--- src/rtl/mips_multicycle_controller.sv ---
// Sequencing FSM for the multi-cycle MIPS datapath: drives every datapath control per state,
// waits on mem_ready and traps illegal instructions and memory timeouts into a sticky S_ERR.
module mips_multicycle_controller #(
   parameter int MEM_TIMEOUT = 15,
   parameter int CNT_W       = 4
) (
   input  logic       clk,
   input  logic       rst,
   input  logic [5:0] opcode,
   input  logic [5:0] funct,
   input  logic       zero,
   input  logic       mem_ready,
   output logic       pc_load,
   output logic       iord,
   output logic       mem_read,
   output logic       mem_write,
   output logic       ir_write,
   output logic [1:0] reg_dst,
   output logic [1:0] mem_to_reg,
   output logic       reg_write,
   output logic       alu_src_a,
   output logic [1:0] alu_src_b,
   output logic [2:0] alu_op,
   output logic [1:0] pc_src,
   output logic       instr_done,
   output logic       error,
   output logic [3:0] dbg_state
);

   typedef enum logic [3:0] {
      S_FETCH  = 4'd0,  S_DECODE = 4'd1,  S_MEMADR = 4'd2,  S_MEMRD = 4'd3,
      S_MEMWB  = 4'd4,  S_MEMWR  = 4'd5,  S_REX    = 4'd6,  S_RWB   = 4'd7,
      S_BEQ    = 4'd8,  S_IEX    = 4'd9,  S_IWB    = 4'd10, S_JUMP  = 4'd11,
      S_JR     = 4'd12, S_ERR    = 4'd13
   } state_t;

   localparam logic [5:0] OP_R    = 6'b000000;
   localparam logic [5:0] OP_J    = 6'b000010;
   localparam logic [5:0] OP_JAL  = 6'b000011;
   localparam logic [5:0] OP_BEQ  = 6'b000100;
   localparam logic [5:0] OP_ADDI = 6'b001000;
   localparam logic [5:0] OP_SLTI = 6'b001010;
   localparam logic [5:0] OP_LW   = 6'b100011;
   localparam logic [5:0] OP_SW   = 6'b101011;

   localparam logic [5:0] F_ADD = 6'b100000;
   localparam logic [5:0] F_SUB = 6'b100010;
   localparam logic [5:0] F_AND = 6'b100100;
   localparam logic [5:0] F_OR  = 6'b100101;
   localparam logic [5:0] F_SLT = 6'b101010;
   localparam logic [5:0] F_JR  = 6'b001000;

   localparam logic [2:0] ALU_ADD = 3'b000;
   localparam logic [2:0] ALU_SUB = 3'b001;
   localparam logic [2:0] ALU_AND = 3'b010;
   localparam logic [2:0] ALU_OR  = 3'b011;
   localparam logic [2:0] ALU_SLT = 3'b100;

   state_t           state, state_next;
   logic [CNT_W-1:0] wait_cnt;
   logic             waiting, timed_out;

   logic       pc_load_c, iord_c, mem_read_c, mem_write_c, ir_write_c;
   logic [1:0] reg_dst_c, mem_to_reg_c, alu_src_b_c, pc_src_c;
   logic       reg_write_c, alu_src_a_c, instr_done_c, error_c;
   logic [2:0] alu_op_c;

   assign waiting   = (state == S_FETCH) || (state == S_MEMRD) || (state == S_MEMWR);
   assign timed_out = (MEM_TIMEOUT != 0) && (wait_cnt == CNT_W'(MEM_TIMEOUT));

   always_ff @(posedge clk or negedge rst) begin
      if (!rst) begin
         state    <= S_FETCH;
         wait_cnt <= '0;
      end else begin
         state <= state_next;
         // Any state change clears the counter, so every wait state is entered with zero.
         if (state_next != state)
            wait_cnt <= '0;
         else if (waiting && !mem_ready)
            wait_cnt <= wait_cnt + 1'b1;
      end
   end

   always_comb begin
      state_next   = state;
      pc_load_c    = 1'b0;
      iord_c       = 1'b0;
      mem_read_c   = 1'b0;
      mem_write_c  = 1'b0;
      ir_write_c   = 1'b0;
      reg_dst_c    = 2'b00;
      mem_to_reg_c = 2'b00;
      reg_write_c  = 1'b0;
      alu_src_a_c  = 1'b0;
      alu_src_b_c  = 2'b00;
      alu_op_c     = ALU_ADD;
      pc_src_c     = 2'b00;
      error_c      = 1'b0;
      case (state)
         S_FETCH: begin
            mem_read_c  = 1'b1;
            alu_src_b_c = 2'b01;
            // A completing access beats a timeout in the same cycle.
            if (mem_ready) begin
               ir_write_c = 1'b1;
               pc_load_c  = 1'b1;
               state_next = S_DECODE;
            end else if (timed_out) begin
               state_next = S_ERR;
            end
         end
         S_DECODE: begin
            alu_src_b_c = 2'b11;
            case (opcode)
               OP_LW, OP_SW:     state_next = S_MEMADR;
               OP_R:             state_next = S_REX;
               OP_BEQ:           state_next = S_BEQ;
               OP_ADDI, OP_SLTI: state_next = S_IEX;
               OP_J, OP_JAL:     state_next = S_JUMP;
               default:          state_next = S_ERR;
            endcase
         end
         S_MEMADR: begin
            alu_src_a_c = 1'b1;
            alu_src_b_c = 2'b10;
            state_next  = (opcode == OP_LW) ? S_MEMRD : S_MEMWR;
         end
         S_MEMRD: begin
            iord_c     = 1'b1;
            mem_read_c = 1'b1;
            if (mem_ready)      state_next = S_MEMWB;
            else if (timed_out) state_next = S_ERR;
         end
         S_MEMWB: begin
            mem_to_reg_c = 2'b01;
            reg_write_c  = 1'b1;
            state_next   = S_FETCH;
         end
         S_MEMWR: begin
            iord_c      = 1'b1;
            mem_write_c = 1'b1;
            if (mem_ready)      state_next = S_FETCH;
            else if (timed_out) state_next = S_ERR;
         end
         S_REX: begin
            alu_src_a_c = 1'b1;
            state_next  = S_RWB;
            case (funct)
               F_ADD:   alu_op_c = ALU_ADD;
               F_SUB:   alu_op_c = ALU_SUB;
               F_AND:   alu_op_c = ALU_AND;
               F_OR:    alu_op_c = ALU_OR;
               F_SLT:   alu_op_c = ALU_SLT;
               F_JR:    state_next = S_JR;
               default: state_next = S_ERR;
            endcase
         end
         S_RWB: begin
            reg_dst_c   = 2'b01;
            reg_write_c = 1'b1;
            state_next  = S_FETCH;
         end
         S_BEQ: begin
            alu_src_a_c = 1'b1;
            alu_op_c    = ALU_SUB;
            pc_src_c    = 2'b01;
            pc_load_c   = zero;
            state_next  = S_FETCH;
         end
         S_IEX: begin
            alu_src_a_c = 1'b1;
            alu_src_b_c = 2'b10;
            alu_op_c    = (opcode == OP_SLTI) ? ALU_SLT : ALU_ADD;
            state_next  = S_IWB;
         end
         S_IWB: begin
            reg_write_c = 1'b1;
            state_next  = S_FETCH;
         end
         S_JUMP: begin
            pc_src_c   = 2'b10;
            pc_load_c  = 1'b1;
            // jal links the already-incremented PC into $31.
            if (opcode == OP_JAL) begin
               reg_write_c  = 1'b1;
               reg_dst_c    = 2'b10;
               mem_to_reg_c = 2'b10;
            end
            state_next = S_FETCH;
         end
         S_JR: begin
            pc_src_c   = 2'b11;
            pc_load_c  = 1'b1;
            state_next = S_FETCH;
         end
         S_ERR:   error_c    = 1'b1;
         default: state_next = S_ERR;
      endcase
      instr_done_c = (state_next == S_FETCH) && (state != S_FETCH);
   end

   // Outputs are gated by rst so an asynchronous reset drops strobes mid-access.
   assign pc_load    = rst & pc_load_c;
   assign iord       = rst & iord_c;
   assign mem_read   = rst & mem_read_c;
   assign mem_write  = rst & mem_write_c;
   assign ir_write   = rst & ir_write_c;
   assign reg_dst    = {2{rst}} & reg_dst_c;
   assign mem_to_reg = {2{rst}} & mem_to_reg_c;
   assign reg_write  = rst & reg_write_c;
   assign alu_src_a  = rst & alu_src_a_c;
   assign alu_src_b  = {2{rst}} & alu_src_b_c;
   assign alu_op     = {3{rst}} & alu_op_c;
   assign pc_src     = {2{rst}} & pc_src_c;
   assign instr_done = rst & instr_done_c;
   assign error      = rst & error_c;
   assign dbg_state  = state;

endmodule

--- config.mk ---
export PLATFORM = sky130hd
export DESIGN_NAME = mips_multicycle_controller
export DESIGN_NICKNAME = d
export VERILOG_FILES = /design/src/rtl/mips_multicycle_controller.sv
export SDC_FILE = /design/constraint.sdc
export NUM_CORES = 1
export LEC_CHECK = 0
export CORE_UTILIZATION = 50
export DETAILED_ROUTE_END_ITERATION = 12
export PLACE_DENSITY = 0.86
export REMOVE_ABC_BUFFERS = 1
export SLEW_MARGIN = 0
export SYNTH_ARGS = -nofsm -noshare
export SYNTH_HDL_FRONTEND = slang
export SYNTH_SLANG_ARGS = --single-unit
--- constraint.sdc ---
create_clock -name clk -period 5.2 [get_ports clk]
set_input_delay 1.04 -clock clk [delete_from_list [all_inputs] [get_ports clk]]
set_output_delay 1.04 -clock clk [all_outputs]
set_load 0.05 [all_outputs]
* Word-level counts from Yosys, hierarchy flattened
Cells that the tools add are included.
** Storage, ports and cells
- Flip-flop bits (word level) :: 8
- Logic and storage cells :: 94
- Output and inout port bits :: 24
- Input bits :: 16
** Operators by class
- Bitwise logic cells :: 14
- Equal/unequal tests :: 28
- Reductions and logical operators :: 21
- Mux-type cells :: 28
- Add/sub/neg operators :: 1
** Operator list (count)
- 6-bit equality test, second input constant :: 7
- 4-bit case mux with 9 select lines :: 1
- 4-bit equality test, second input constant :: 7
- 4-bit 2-to-1 mux :: 6
- 4-bit case mux with 5 select lines :: 1
- 6-bit by 4-bit equality test with 1-bit output, second input constant :: 3
- 4-bit by 3-bit equality test with 1-bit output, second input constant :: 4
- 2-bit OR reduction :: 7
- 6-bit by 2-bit equality test with 1-bit output, second input constant :: 2
- 2-bit case mux with 3 select lines :: 2
- 3-bit case mux with 4 select lines :: 1
- 1-bit bitwise AND :: 9
- 3-bit case mux with 3 select lines :: 1
- 2-bit bitwise AND :: 4
- 4-bit by 2-bit equality test with 1-bit output, second input constant :: 2
- 4-bit zero test :: 2
- 1-bit 2-to-1 mux :: 8
- 2-bit case mux with 2 select lines :: 2
- 4-bit case mux with 2 select lines :: 1
- 6-bit by 3-bit equality test with 1-bit output, second input constant :: 1
- 6-bit zero test :: 1
- 3-bit 2-to-1 mux :: 2
- 6-bit OR reduction :: 1
- 5-bit OR reduction :: 1
- other kinds (14) :: 16

* Logic depth before layout (Yosys ltp)
- Depth after elaboration :: 7
- Depth in mapped cells :: 7
- Gate-level depth less buffers :: 6

* Worst setup path before layout
No wires, ideal clock.
- Path kind :: input port to output port
- Start :: input opcode[0]
- End :: output instr_done
- Stages :: 5
- Required time :: 4160 ps
- Buffers on the path :: 0
- Arrival :: 3113 ps
- Setup slack :: 1047 ps
- Path through :: or4_4 -> a211o_1 -> a22oi_2 -> nand3b_1 -> nor4_2
** On the way
- Cells in the longest elaborated chain, start to end :: 7
- Elaborated cells on any way between the ends :: 17
- Classes of those cells :: 7 x eq/ne; 3 x mux; 1 x bitwise; 6 x reduce/logical
** RTL lines
- from (decl) :: line 9 : input logic [5:0] opcode,
- 6-bit by 2-bit equality test with 1-bit output (tied with other cells) :: line 115 : case (opcode)
- 2-bit OR reduction :: line 115
- 4-bit case mux with 5 select lines * :: line 115
- 4-bit case mux with 9 select lines * :: line 100 : case (state)
- net state_next[3] :: line 59 : state_t state, state_next;
- 4-bit zero test * :: line 200 : instr_done_c = (state_next == S_FETCH) && (state != S_FETCH);
- 1-bit logical AND * :: line 200
- 1-bit bitwise AND * :: line 216 : assign instr_done = rst & instr_done_c;
- to (decl) :: line 25 : output logic instr_done,
The timed path passes the listed nets; every way through them passes the cells marked *.

* Final worst setup path
Same ends and word-level chain as after synthesis.

==> metrics.txt <==
# TYPE chip_impl_metric gauge
chip_impl_info{name="outcome",value="finished, final reports clean"} 1
chip_impl_metric{name="slowest_delay",unit="ns"} 0.59
chip_impl_metric{name="grt_antenna_before_repair",unit=""} 0
chip_impl_metric{name="vias",unit=""} 1431
chip_impl_info{name="cpLargestDelayFamily",value="simple AND/OR/NAND/NOR gates"} 1
chip_impl_metric{name="max_capacitance_violation_total",unit=""} 0
chip_impl_metric{name="ys_async_sr_fraction",unit="%"} 100
chip_impl_metric{name="yosys_warnings",unit=""} 0
chip_impl_metric{name="post_cts.resized_instances",unit=""} 0
chip_impl_info{name="r2r-start",value="dbg_state[1]"} 1
chip_impl_metric{name="netlist-cell-type-count",unit=""} 59
chip_impl_metric{name="vdd_ir_drop_max",unit="V"} 0.000456
chip_impl_metric{name="design.final.nets",unit=""} 213
chip_impl_info{name="timing.setup.critical_path_class",value="primary input to output port"} 1
chip_impl_metric{name="netlist_area",unit="mm2"} 0.00121
chip_impl_metric{name="grt_overflow",unit=""} 0
chip_impl_metric{name="drive_above_1_share",unit="%"} 11.9
chip_impl_metric{name="area_growth",unit="%"} 32.7
chip_impl_info{name="critical_path.endpoint_type",value="output port"} 1
chip_impl_metric{name="clock_latency_at_the_later_pin_of_the_worst_skew_pair",unit="ns"} 0.26
chip_impl_metric{name="synth-seq-cells",unit=""} 8
chip_impl_info{name="critical_path.cell_chain",value="clkdlybuf4s50_1 > or4_4 > a211o_1 > a22oi_2 > nand3b_1 > nor4_2 > buf_4"} 1
chip_impl_metric{name="area_of_the_core",unit="mm2"} 0.00223
chip_impl_metric{name="cts_post_setup_buffers_inserted",unit=""} 0
chip_impl_metric{name="average_footprint_of_a_synthesized_cell",unit="um2"} 7.45
chip_impl_metric{name="first_global_vias",unit=""} 1295
chip_impl_metric{name="totalNegativeSetupSlack",unit="ns"} 0
chip_impl_metric{name="clock_sink_count",unit=""} 8
chip_impl_metric{name="setup_viol",unit=""} 0
chip_impl_metric{name="critical_path_required",unit="ns"} 4.16
chip_impl_metric{name="hpwl",unit="um"} 2650
chip_impl_metric{name="synth_largest_type_area_fraction",unit="%"} 16.6
chip_impl_metric{name="fp.dieH",unit="um"} 51.1
chip_impl_metric{name="floorplan.io_pins",unit=""} 40
chip_impl_info{name="grt_setup_unrepaired",value="false"} 1
chip_impl_info{name="cts_tree",value="built"} 1
chip_impl_metric{name="worst-r2r-setup-slack",unit="ns"} 2.84
chip_impl_metric{name="total_leakage_power",unit="nW"} 0.592
chip_impl_metric{name="htree_levels",unit=""} 1
chip_impl_metric{name="hold_buffers",unit=""} 0
chip_impl_metric{name="cts_buffer_depth",unit=""} 2
chip_impl_metric{name="post-route-period-util",unit="%"} 83.8
chip_impl_metric{name="whs_path_depth",unit=""} 3
chip_impl_metric{name="total_power_per_unit_cell_area",unit="mW/mm2"} 520
chip_impl_metric{name="fraction_of_the_core_area_covered_by_cells_at_the_end_of_the_flow",unit="%"} 71.7
chip_impl_metric{name="place_worst_setup_slack",unit="ns"} 0.865
chip_impl_info{name="most-common-layout-cells",value="sky130_fd_sc_hd__clkdlybuf4s50_1, sky130_fd_sc_hd__nand2_1, sky130_fd_sc_hd__nor3_1"} 1
chip_impl_metric{name="die_x",unit="um"} 51.1
chip_impl_metric{name="remaining_number_of_nets_flagged_by_the_antenna_check_after_routing",unit=""} 0
chip_impl_metric{name="report.final.slew_viol_count",unit=""} 0
chip_impl_metric{name="cts_buffers",unit=""} 3
chip_impl_metric{name="max-slew-margin-rel",unit="%"} 49.9
chip_impl_metric{name="gp_congestion",unit=""} 0.892
chip_impl_info{name="worst_setup_path_start_kind",value="primary input"} 1
chip_impl_info{name="area_leader_netlist",value="sky130_fd_sc_hd__dfrtp_1"} 1
chip_impl_metric{name="drt-initial-drc-count",unit=""} 64
chip_impl_info{name="mostFrequentLayoutCell",value="sky130_fd_sc_hd__clkdlybuf4s50_1"} 1
chip_impl_metric{name="hold_viol",unit=""} 0
chip_impl_metric{name="crit_buf_inv",unit=""} 2
chip_impl_metric{name="clkSlewWorstSetupHoldPaths",unit="ns"} 0.05
chip_impl_metric{name="setup_ws",unit="ns"} 0.840
chip_impl_metric{name="routed_via_density",unit=""} 6.45
chip_impl_info{name="timing.hold.worst.start",value="wait_cnt[0]"} 1
chip_impl_metric{name="timing.critical_path.arrival",unit="ns"} 3.32
chip_impl_metric{name="ys_seq_area_share",unit="%"} 16.6
chip_impl_info{name="yosys-top-cells-area",value="sky130_fd_sc_hd__dfrtp_1, sky130_fd_sc_hd__nor3_1, sky130_fd_sc_hd__nand2_1"} 1
chip_impl_metric{name="drt_pass1_iterations",unit=""} 4
chip_impl_metric{name="wire_per_inst",unit="um"} 15.4
chip_impl_info{name="synth_flop_cell",value="sky130_fd_sc_hd__dfrtp_1"} 1
chip_impl_metric{name="placementRows",unit=""} 17
chip_impl_metric{name="achievable-frequency",unit="MHz"} 229
chip_impl_metric{name="number_of_flops_mapped_to_enable_cells_by_yosys",unit=""} 0
chip_impl_info{name="r2r_end",value="wait_cnt[2]"} 1
chip_impl_metric{name="grtUsageTotal",unit="%"} 29.5
chip_impl_metric{name="drcViolationCount",unit=""} 0
chip_impl_metric{name="grt_start_max_net_pins",unit=""} 23
chip_impl_metric{name="worstPathMaxFanout",unit=""} 8
chip_impl_info{name="cts_root_buffer",value="sky130_fd_sc_hd__clkbuf_4"} 1
chip_impl_metric{name="buffer_ports.inserted",unit=""} 39
chip_impl_metric{name="min_tclk_post_route",unit="ns"} 4.36
chip_impl_info{name="worst_path_max_delay_cell",value="sky130_fd_sc_hd__or4_4"} 1
chip_impl_metric{name="number_of_diodes",unit=""} 0
chip_impl_metric{name="grt_pass1_wl",unit="um"} 5940
chip_impl_metric{name="fp.dieArea",unit="mm2"} 0.00261
chip_impl_metric{name="finalWirelength",unit="um"} 3420
chip_impl_metric{name="initial_core_utilization",unit="%"} 54.0
chip_impl_info{name="min-delay-path-class",value="flop to flop"} 1
chip_impl_metric{name="worst_clock_skew",unit="ns"} 0.00279
chip_impl_metric{name="worstMarginPinSlew",unit="ns"} 0.752
chip_impl_metric{name="r2r.worst_path.cells",unit=""} 5
chip_impl_metric{name="netlist_instances",unit=""} 162
chip_impl_info{name="hold_path_end",value="wait_cnt[0]"} 1
[worst register-to-register path: stages, from the launching register on]
cell and delay, ns:
sky130_fd_sc_hd__dfrtp_1 0.65, sky130_fd_sc_hd__or4b_4 0.68, sky130_fd_sc_hd__and3_4 0.19, sky130_fd_sc_hd__a311oi_2 0.25
sky130_fd_sc_hd__a21oi_1 0.17, sky130_fd_sc_hd__nor4_1 0.32
[synthesized netlist by cell type, drive strengths merged, types with 2 or more instances]
cell type,instances
nor2b,5
nor3b,4
or2,2
a311oi,3
nor4b,2
o22ai,2
nor3,13
buf,8
nand4bb,2
nand2b,6
a21oi,6
clkbuf,4
xor2,3
o41ai,2
a32oi,2
nor4,8
nor2,12
mux2i,2
dfrtp,8
or3b,2
nand2,17
a31oi,2
nand3,7
inv,5
or4,2
o21a,4
and3,4
o21ai,5
[state kept, by name, summed over array words and instances, names as in the netlist]
register,cells
dbg_state,4
wait_cnt,4
[logic make-up (layout without fill, tap and decap cells)]
| group | count (synthesis) | after routing | share of synthesized area, % |
|---|---|---|---|
| and+or+nand+nor | 92 | 92 | 46.2 |
| muxes | 3 | 3 | 2.59 |
| buffers and inverters | 17 | 49 | 7.05 |
| AOI/OAI and AO/OA | 37 | 37 | 23.7 |
| adders and majority gates | 1 | 1 | 1.04 |
| xor gates and xnor gates | 4 | 4 | 2.91 |
| DFF | 8 | 8 | 16.6 |
[worst max-delay path by stage]
stage                         start          to  cells past startpoint
after floorplan           opcode[0]  instr_done                      5
after global placement    opcode[0]  instr_done                      7
after detailed placement  opcode[0]  instr_done                      7
after CTS                 opcode[0]  instr_done                      7
after global routing      opcode[2]   reg_write                      6
final                     opcode[0]  instr_done                      7
[layout make-up]
type                       instances  area (um2)
clock buffer                       3        22.5
timing repair buffer              41         403
inverter                           5        18.8
fill                             183         633
tap                               28        35.0
multi-input combinational        137         921
sequential                         8         200
[per-layer routing]
layer | track usage [%] | vias up | share of wire (%)
met5 | 0 | - | 0
met4 | 9.26 | 0 | 1.7
met3 | 8.04 | 7 | 8.3
met2 | 47.6 | 78 | 49
met1 | 37.6 | 670 | 41
li1 | - | 676 | -
[through the flow]
step | hold slack (ns) | cells | cell area, um2 | power (mW)
after floorplan | 0.553 | 150 | 1140 | 0.592
after global placement | 0.579 | 219 | 1580 | 0.766
after detailed placement | 0.620 | 219 | 1580 | 0.775
after CTS | 0.631 | 222 | 1600 | 0.827
after global routing | 0.643 | 222 | 1600 | 0.890
final | 0.621 | 222 | 1600 | 0.832
[report_power, final]
group | switching (mW) | internal [mW]
sequential | 0.0871 | 0.0773
clock | 0.0232 | 0.0265
combinational | 0.379 | 0.239
Note: power is estimated with default switching activity, not from simulation.
